[config.mk]
export PLATFORM = sky130hd
export DESIGN_NAME = bias_add_stream_flat
export DESIGN_NICKNAME = d
export VERILOG_FILES = /design/src/rtl/bias_add_stream_pkg.sv /design/src/rtl/bias_add_stream_if.sv /design/src/rtl/bias_add_lane.sv /design/src/rtl/bias_add_stream.sv /design/src/flat_wrapper.sv
export SDC_FILE = /design/constraint.sdc
export NUM_CORES = 1
export LEC_CHECK = 0
export ABC_AREA = 1
export CORE_MARGIN = 2
export CORE_UTILIZATION = 25
export DETAILED_ROUTE_END_ITERATION = 10
export PLACE_DENSITY_LB_ADDON = 0.1
export SKIP_CTS_REPAIR_TIMING = 1
export SLEW_MARGIN = 20
export SYNTH_ARGS = -nofsm -noshare
export SYNTH_HDL_FRONTEND = slang
export SYNTH_SLANG_ARGS = --single-unit
[constraint.sdc]
create_clock -name clk -period 3.7 [get_ports clk]
set_input_delay 0.555 -clock clk [delete_from_list [all_inputs] [get_ports clk]]
set_output_delay 0.555 -clock clk [all_outputs]
set_load 0.01 [all_outputs]
[src/rtl/bias_add_stream_pkg.sv]
// Shared constants and helpers for the bias_add_stream datapath.
// Define BIAS_ADD_SATURATE_EN to clamp lane sums instead of wrapping.
package bias_add_stream_pkg;

  localparam int NUM_WIDTH_D = 16;
  localparam int CHANNELS_D  = 4;
  localparam int DEPTH_D     = 8;

  function automatic int lane_lo(input int lane, input int w);
    return lane * w;
  endfunction

  function automatic logic [63:0] smax(input int w);
    return (64'd1 << (w - 1)) - 64'd1;
  endfunction

  function automatic logic [63:0] smin(input int w);
    return 64'd1 << (w - 1);
  endfunction

endpackage

[src/rtl/bias_add_stream_if.sv]
// Valid/ready beat stream with a group-end marker.
// Master drives the beat, slave answers with ready.
interface bias_add_stream_if
  import bias_add_stream_pkg::*;
#(
  parameter int DATA_W = CHANNELS_D * NUM_WIDTH_D
);
  logic [DATA_W-1:0] data;
  logic              last;
  logic              valid;
  logic              ready;

  modport master (
    output data,
    output last,
    output valid,
    input  ready
  );

  modport slave (
    input  data,
    input  last,
    input  valid,
    output ready
  );
endinterface

[src/rtl/bias_add_lane.sv]
// One lane: registered signed add of data and bias.
// BIAS_ADD_SATURATE_EN selects clamping, otherwise wrap.
module bias_add_lane
  import bias_add_stream_pkg::*;
#(
  parameter int NUM_WIDTH = NUM_WIDTH_D
) (
  input  logic                 clk,
  input  logic                 rst,
  input  logic                 i_en,
  input  logic [NUM_WIDTH-1:0] i_data,
  input  logic [NUM_WIDTH-1:0] i_bias,
  output logic [NUM_WIDTH-1:0] o_sum
);

  logic [NUM_WIDTH-1:0] w_res;
  logic [NUM_WIDTH-1:0] r_sum;

`ifdef BIAS_ADD_SATURATE_EN
  localparam logic [NUM_WIDTH-1:0] MAXV =
    NUM_WIDTH'(smax(NUM_WIDTH));
  localparam logic [NUM_WIDTH-1:0] MINV =
    NUM_WIDTH'(smin(NUM_WIDTH));

  logic [NUM_WIDTH:0] w_sum;
  logic               w_ovf;

  assign w_sum = {i_data[NUM_WIDTH-1], i_data}
               + {i_bias[NUM_WIDTH-1], i_bias};
  // Sign bit and extra bit disagree only on overflow.
  assign w_ovf = w_sum[NUM_WIDTH] ^ w_sum[NUM_WIDTH-1];
  assign w_res = !w_ovf ? w_sum[NUM_WIDTH-1:0]
               : (w_sum[NUM_WIDTH] ? MINV : MAXV);
`else
  assign w_res = i_data + i_bias;
`endif

  always_ff @(posedge clk) begin
    if (rst) begin
      r_sum <= '0;
    end else if (i_en) begin
      r_sum <= w_res;
    end
  end

  assign o_sum = r_sum;

endmodule

[src/rtl/bias_add_stream.sv]
// Flow-controlled per-group bias adder with a row table.
// BIAS_ADD_SATURATE_EN enables per-lane saturation.
module bias_add_stream
  import bias_add_stream_pkg::*;
#(
  parameter int NUM_WIDTH   = NUM_WIDTH_D,
  parameter int CHANNELS    = CHANNELS_D,
  parameter int DEPTH       = DEPTH_D,
  parameter int DEPTH_WIDTH = $clog2(DEPTH)
) (
  input  logic                          clk,
  input  logic                          rst,
  input  logic                          bias_wr,
  input  logic [DEPTH_WIDTH-1:0]        bias_addr,
  input  logic [CHANNELS*NUM_WIDTH-1:0] bias_data,
  input  logic [DEPTH_WIDTH-1:0]        bias_max,
  input  logic                          restart,
  bias_add_stream_if.slave              up,
  bias_add_stream_if.master             dn
);

  localparam int W = CHANNELS * NUM_WIDTH;

  logic [W-1:0]           r_table [DEPTH];
  logic [DEPTH_WIDTH-1:0] r_ptr;
  logic                   r_s1_valid;
  logic                   r_s1_last;
  logic [W-1:0]           r_s1_data;
  logic [W-1:0]           r_s1_bias;
  logic                   r_dn_valid;
  logic                   r_dn_last;
  logic [W-1:0]           w_dn_data;
  logic                   w_adv;
  logic                   w_acc;

  assign w_adv    = !r_dn_valid || dn.ready;
  assign w_acc    = up.valid && w_adv;
  assign up.ready = w_adv;

  always_ff @(posedge clk) begin
    if (rst) begin
      for (int i = 0; i < DEPTH; i++) begin
        r_table[i] <= '0;
      end
    end else if (bias_wr) begin
      r_table[bias_addr] <= bias_data;
    end
  end

  // restart outranks the group-end step.
  always_ff @(posedge clk) begin
    if (rst || restart) begin
      r_ptr <= '0;
    end else if (w_acc && up.last) begin
      r_ptr <= (r_ptr == bias_max) ? '0 : r_ptr + 1'b1;
    end
  end

  always_ff @(posedge clk) begin
    if (rst) begin
      r_s1_valid <= 1'b0;
      r_s1_last  <= 1'b0;
      r_s1_data  <= '0;
      r_s1_bias  <= '0;
    end else if (w_adv) begin
      r_s1_valid <= w_acc;
      if (w_acc) begin
        r_s1_last <= up.last;
        r_s1_data <= up.data;
        r_s1_bias <= r_table[r_ptr];
      end
    end
  end

  always_ff @(posedge clk) begin
    if (rst) begin
      r_dn_valid <= 1'b0;
      r_dn_last  <= 1'b0;
    end else if (w_adv) begin
      r_dn_valid <= r_s1_valid;
      r_dn_last  <= r_s1_last;
    end
  end

  for (genvar g = 0; g < CHANNELS; g++) begin : g_lane
    bias_add_lane #(
      .NUM_WIDTH (NUM_WIDTH)
    ) u_lane (
      .clk    (clk),
      .rst    (rst),
      .i_en   (w_adv),
      .i_data (r_s1_data[lane_lo(g, NUM_WIDTH) +: NUM_WIDTH]),
      .i_bias (r_s1_bias[lane_lo(g, NUM_WIDTH) +: NUM_WIDTH]),
      .o_sum  (w_dn_data[lane_lo(g, NUM_WIDTH) +: NUM_WIDTH])
    );
  end

  assign dn.data  = w_dn_data;
  assign dn.last  = r_dn_last;
  assign dn.valid = r_dn_valid;

endmodule

[src/flat_wrapper.sv]
// flat-port wrapper written by rule: the top's interface ports become plain ports
module bias_add_stream_flat import bias_add_stream_pkg::*;
#(
  parameter int NUM_WIDTH   = NUM_WIDTH_D,
  parameter int CHANNELS    = CHANNELS_D,
  parameter int DEPTH       = DEPTH_D,
  parameter int DEPTH_WIDTH = $clog2(DEPTH)
)
  (clk, rst, bias_wr, bias_addr, bias_data, bias_max, restart, up_data, up_last, up_valid, up_ready, dn_data, dn_last, dn_valid, dn_ready);
  bias_add_stream_if #(.DATA_W((64))) up_i ();
  bias_add_stream_if #(.DATA_W((64))) dn_i ();
  input  logic clk;
  input  logic rst;
  input  logic bias_wr;
  input  logic [DEPTH_WIDTH-1:0] bias_addr;
  input  logic [CHANNELS*NUM_WIDTH-1:0] bias_data;
  input  logic [DEPTH_WIDTH-1:0] bias_max;
  input  logic restart;
  input wire logic [$bits(up_i.data)-1:0] up_data;
  input wire logic [$bits(up_i.last)-1:0] up_last;
  input wire logic [$bits(up_i.valid)-1:0] up_valid;
  output wire logic [$bits(up_i.ready)-1:0] up_ready;
  output wire logic [$bits(dn_i.data)-1:0] dn_data;
  output wire logic [$bits(dn_i.last)-1:0] dn_last;
  output wire logic [$bits(dn_i.valid)-1:0] dn_valid;
  input wire logic [$bits(dn_i.ready)-1:0] dn_ready;
  assign up_i.data = up_data;
  assign up_i.last = up_last;
  assign up_i.valid = up_valid;
  assign up_ready = up_i.ready;
  assign dn_data = dn_i.data;
  assign dn_last = dn_i.last;
  assign dn_valid = dn_i.valid;
  assign dn_i.ready = dn_ready;
  bias_add_stream #(.NUM_WIDTH(NUM_WIDTH), .CHANNELS(CHANNELS), .DEPTH(DEPTH), .DEPTH_WIDTH(DEPTH_WIDTH)) u_core (.clk(clk), .rst(rst), .bias_wr(bias_wr), .bias_addr(bias_addr), .bias_data(bias_data), .bias_max(bias_max), .restart(restart), .up(up_i), .dn(dn_i));
endmodule
Word level (Yosys, flattened, before mapping)
Memories as Yosys holds them, arrays and structs flattened. A register that Yosys moved wholly into a read port is not among the register bits.
Index checks and enable logic that the tools add are counted.
Widths: inputs -> output; s select.

word-level totals
  flip-flop bits (word level) = 135
  bits of input ports = 141
  output and inout port bits = 67
  logic and storage cells = 33
  memory bits (writable) = 512
  memories = 1

memories
  name            words  width  rd ports  clocked after Yosys merged registers in  write ports  line                   text
  u_core.r_table  8      64     1         1                                        8            bias_add_stream.sv:24  logic [W-1:0] r_table [DEPTH];

operators by class
  equality and inequality tests = 1
  reduce and logical (&&, ||, !) cells = 7
  multiplexer cells = 9
  add/subtract/negate cells = 5

operators by type and width
  cell                 number
  $add 16x16->16       4
  $mux 64              1
  $reduce_or 64->1     1
  $mux 1               6
  $mux 3               2
  $add 3x1->3 const B  1
  $eq 3x3->1           1
  $logic_and 1x1->1    2
  $logic_or 1x1->1     2
  $reduce_and 2->1     1
  $logic_not 1->1      1

Longest topological paths before layout
  depth after elaboration = 5
  mapped depth = 12
  gate-level depth less buffers = 12

Modules after synthesis
A second synthesis with hierarchy kept.

unflattened totals
  cells, all modules = 4,362
  area total of the unflattened synthesis = 35,640.4 um^2

modules (own cells, without submodules)
  module                                        instances  cells an instance  area each (um^2)  sequential area each (um^2)
  bias_add_stream                               1          3,284              29,358.2          18,077.3
  bias_add_lane at u_core.g_lane[0].u_lane ...  3          270                1,575.3           320.3
  bias_add_lane at u_core.g_lane[3].u_lane      1          268                1,556.5           320.3

Least setup slack after synthesis
Ideal clock, no wire load.

  kind = in2reg
  start = input rst
  end = memory u_core.r_table[0][0] (netlist bit) (enable)
  arrival = 2,695 ps
  setup time = 424 ps
  required time = 3,276 ps
  path buffers = 2
  cell stages on the path = 7
  slack = 581 ps
  cells stage by stage = inv_1 > nand2_1 > nor2_1 > nand2_1 > clkbuf_1 > buf_2 > nand2_1

RTL lines
  what             line                   text
  start, declared  flat_wrapper.sv:13     input logic rst;
  end, declared    bias_add_stream.sv:24

Worst setup path in the final report
  start = register u_core.r_dn_valid (netlist: u_core.dn.valid)
  end = output up_ready

between the ends
  cells in the longest elaborated chain, start to end = 2

RTL lines
  what                    line                   text
  start, declared         bias_add_stream.sv:30  logic r_dn_valid;
  start signal, assigned  bias_add_stream.sv:80  r_dn_valid <= r_s1_valid;
  $logic_not 1->1         bias_add_stream.sv:36  assign w_adv = !r_dn_valid || dn.ready;
  $logic_or 1x1->1        bias_add_stream.sv:36
  end, declared           flat_wrapper.sv:22     output wire logic [$bits(up_i.ready)-1:0] up_ready;

No other way between the ends.

==> out/qor.yml <==
status:
  status: "finished clean"
detailed_routing:
  antenna_left: 0
  drt_iter0_drc: 1698
  via_per_inst: 4.457
  drt_wl_total_um: 111400
  wl_per_cell_um: 19.83
  firstDrtPassIters: 5
  num_vias: 25030
  drc: 0
cts:
  root_buffer: "clkbuf_16"
  cts_buffers: 87
  worstSkewPairLatency_ns: 0.67
  cts.clk_slew.worst_paths_ns: 0.06
  clockBufferDepth: 3
  cts_tree: "yes"
  cts_sinks: 711
  htree_levels: 3
setup_path:
  critPathLaunchType: "register"
  r2r-end: "u_core.r_s1_bias[55]"
  timing.rr.start: "u_core.r_ptr[1]"
  worst_ep_required_time_ns: 3.14
  reg2reg_setup_slack_ns: 1.37
  worstSetupPathType: "register to output port"
  cp-endpoint: "up_ready"
  end_kind: "output port"
  crit_path_max_fanout: 12
  crit_path_start: "u_core.dn.valid"
  crit_arrival_ns: 2.12
  ff2ff_path_depth: 6
synthesis:
  synthArstFlopShare_pct: 0
  synth_top_cell_area_share_pct: 46.92
  synth-edff-count: 512
  ys.flop_type: "edfxtp_1"
  synth_seq_cells: 711
  ys_warn_count: 0
  synthTopCellsByCount: "nor2_1, edfxtp_1, o21ai_0, nand2_1, inv_1"
  seq_area_frac_synth_pct: 59.07
  synth_top_area_cell: "edfxtp_1"
  synthCells: 3673
  syn-mean-instance-area_um2: 8.922
  yosys-top-cells-area: "edfxtp_1, nor2_1, dfxtp_1"
  synth_cell_types: 32
  synthesis.nets: 3879
  syn-cell-area_mm2: 0.03277
  yosysMostFrequentCell: "nor2_1"
grt:
  grt_usage_pct: 16.39
  grt_max_degree: 135
  overflow: 0
  grt_antenna_before_repair: 1
  grt_pass1_wl_um: 166400
  grt_pass1_vias: 24580
timing:
  hold_violations: 0
  fmax_ghz: 0.3737
  slew_headroom_pct: 33.92
  fin_crit_ns: 2.676
  rsz0062_at_grt: "false"
  worst_slew_pin_slew_ns: 0.9808
  fin_skew_ns: 0.02146
  setup_viol: 0
  slew_violations: 0
  fin_tns_setup_ns: 0
  post-route-period-util_pct: 72.32
power_and_ir_drop:
  pwr-share-comb_pct: 10.7
  pwr_density_cell_mw_per_mm2: 503.9
  p_sw_share_pct: 25.88
  intPower_uw: 14860
  p_clk_share_pct: 42.8
  p_seq_share_pct: 46.5
  power_switching_uw: 5188
  total_power_uw: 20050
  ir_drop_uv: 283.8
  leakage_uw: 0.01609
layout:
  drive_gt1_share_pct: 5.422
  fin_cells: 5616
  area_growth_pct: 21.41
  final_nets: 4009
floorplanning:
  die_y_um: 366.1
  die-area_mm2: 0.1340
  row_count: 132
  io-pin-count: 208
  fp.coreArea_mm2: 0.1298
  die_x_um: 366.1
  initial_core_util_pct: 25.24
placement:
  port_buffers: 207
  post-place-cells: 5456
  gp_congestion: 0.8000
  dp_hpwl_um: 65660
job:
  drv_cap: 0
worst_hold_path:
  worstHoldPathType: "register to register"
-- worst min-delay path by stage --
stage	from	endpoint	slack, ns	cells after the start
after floorplan	u_core.r_s1_last	u_core.r_s1_last	0.43	2
after global placement	u_core.r_s1_last	u_core.r_s1_last	0.45	2
after detailed placement	u_core.r_s1_last	u_core.r_s1_last	0.45	2
after CTS	up_data[12]	u_core.r_s1_data[12]	0.43	3
after global routing	up_data[11]	u_core.r_s1_data[11]	0.47	3
final	u_core.r_s1_last	u_core.r_s1_last	0.46	2
-- layout make-up --
type / count / area (um2)
sequential: 711 / 19370
tap: 1742 / 2180
clock buffer: 116 / 2407
multi-input combinational: 2428 / 11330
fill: 13640 / 90030
timing repair buffer: 260 / 2883
clock inverter: 43 / 414.1
inverter: 315 / 1196
antenna: 1 / 2.502
-- power groups by stage --
stage | Combinational (uW) | Sequential, uW | Clock [uW]
final | 2150 | 9320 | 8580
after global routing | 2400 | 9380 | 9130
after CTS | 2190 | 9320 | 8840
after detailed placement | 2180 | 9490 | 0
after global placement | 2180 | 9490 | 0
after floorplan | 1120 | 9470 | 0
-- state kept, by name, summed over array words and instances (netlist names) --
register and count:
u_core.dn.last 1, u_core.dn.valid 1, u_core.g_lane.u_lane.o_sum 64, u_core.r_ptr 3, u_core.r_s1_bias 64, u_core.r_s1_data 64
u_core.r_s1_last 1, u_core.r_s1_valid 1, u_core.r_table 512
-- cell families after synthesis --
family          share of synthesized area, %
compound gates                         12.19
xor+xnor                              0.8820
fa+ha+maj                              2.573
buf+inv                                6.743
flops                                  59.07
simple gates                           18.54
-- per-layer routing --
metal / global-route usage (%) / share of wire (%) / up-vias
met5: 0 / 0 / -
met4: 3.830 / 2.0 / 0
met3: 2.376 / 3.9 / 122
met2: 24.72 / 43 / 472
met1: 24.51 / 51 / 12020
li1: - / - / 12410
-- critical path, cell delays in order (launching register included) --
cell             delay (ns)
dfxtp_1                0.32
inv_1                  0.06
nor2_4                 0.12
buf_4                  0.27
clkinv_2               0.16
clkdlybuf4s50_1        0.51
-- cells in the final DEF, fill, tap and decap left out, types with 2 or more instances in the layout --
master and n:
o21bai_1 16, nand2_4 16, dfxtp_1 196, clkinv_2 18, a21oi_1 97, clkbuf_16 88, nor3_1 12, o21ai_0 434
dfxtp_4 3, inv_1 310, or2_2 4, nand4_1 5, buf_12 33, xnor2_1 13, o21ai_1 140, and2_1 4
nand3b_1 4, nor2_4 2, inv_16 3, xor2_1 20, nand2_1 353, clkinv_1 14, nand3_1 81, bufinv_16 6
inv_6 2, nor2_1 1093, clkinvlp_4 2, fa_1 4, edfxtp_1 512, o211ai_1 67, clkdlybuf4s50_1 207, clkbuf_8 10
ha_1 61, buf_4 20, clkbuf_1 18
-- metrics by stage --
step	hold WS, ns	utilization (%)	area (um2)	worst slack [ns]
3_5_place_dp	0.4516	28.47	36960	0.6900
3_3_place_gp	0.4522	28.47	36960	0.6814
4_1_cts	0.4260	30.65	39780	0.9356
2_1_floorplan	0.4307	-	32770	0.5814
5_1_grt	0.4674	30.65	39780	0.9007
6_report	0.4625	30.65	39790	1.024
Note: power is estimated with default switching activity, not from simulation.
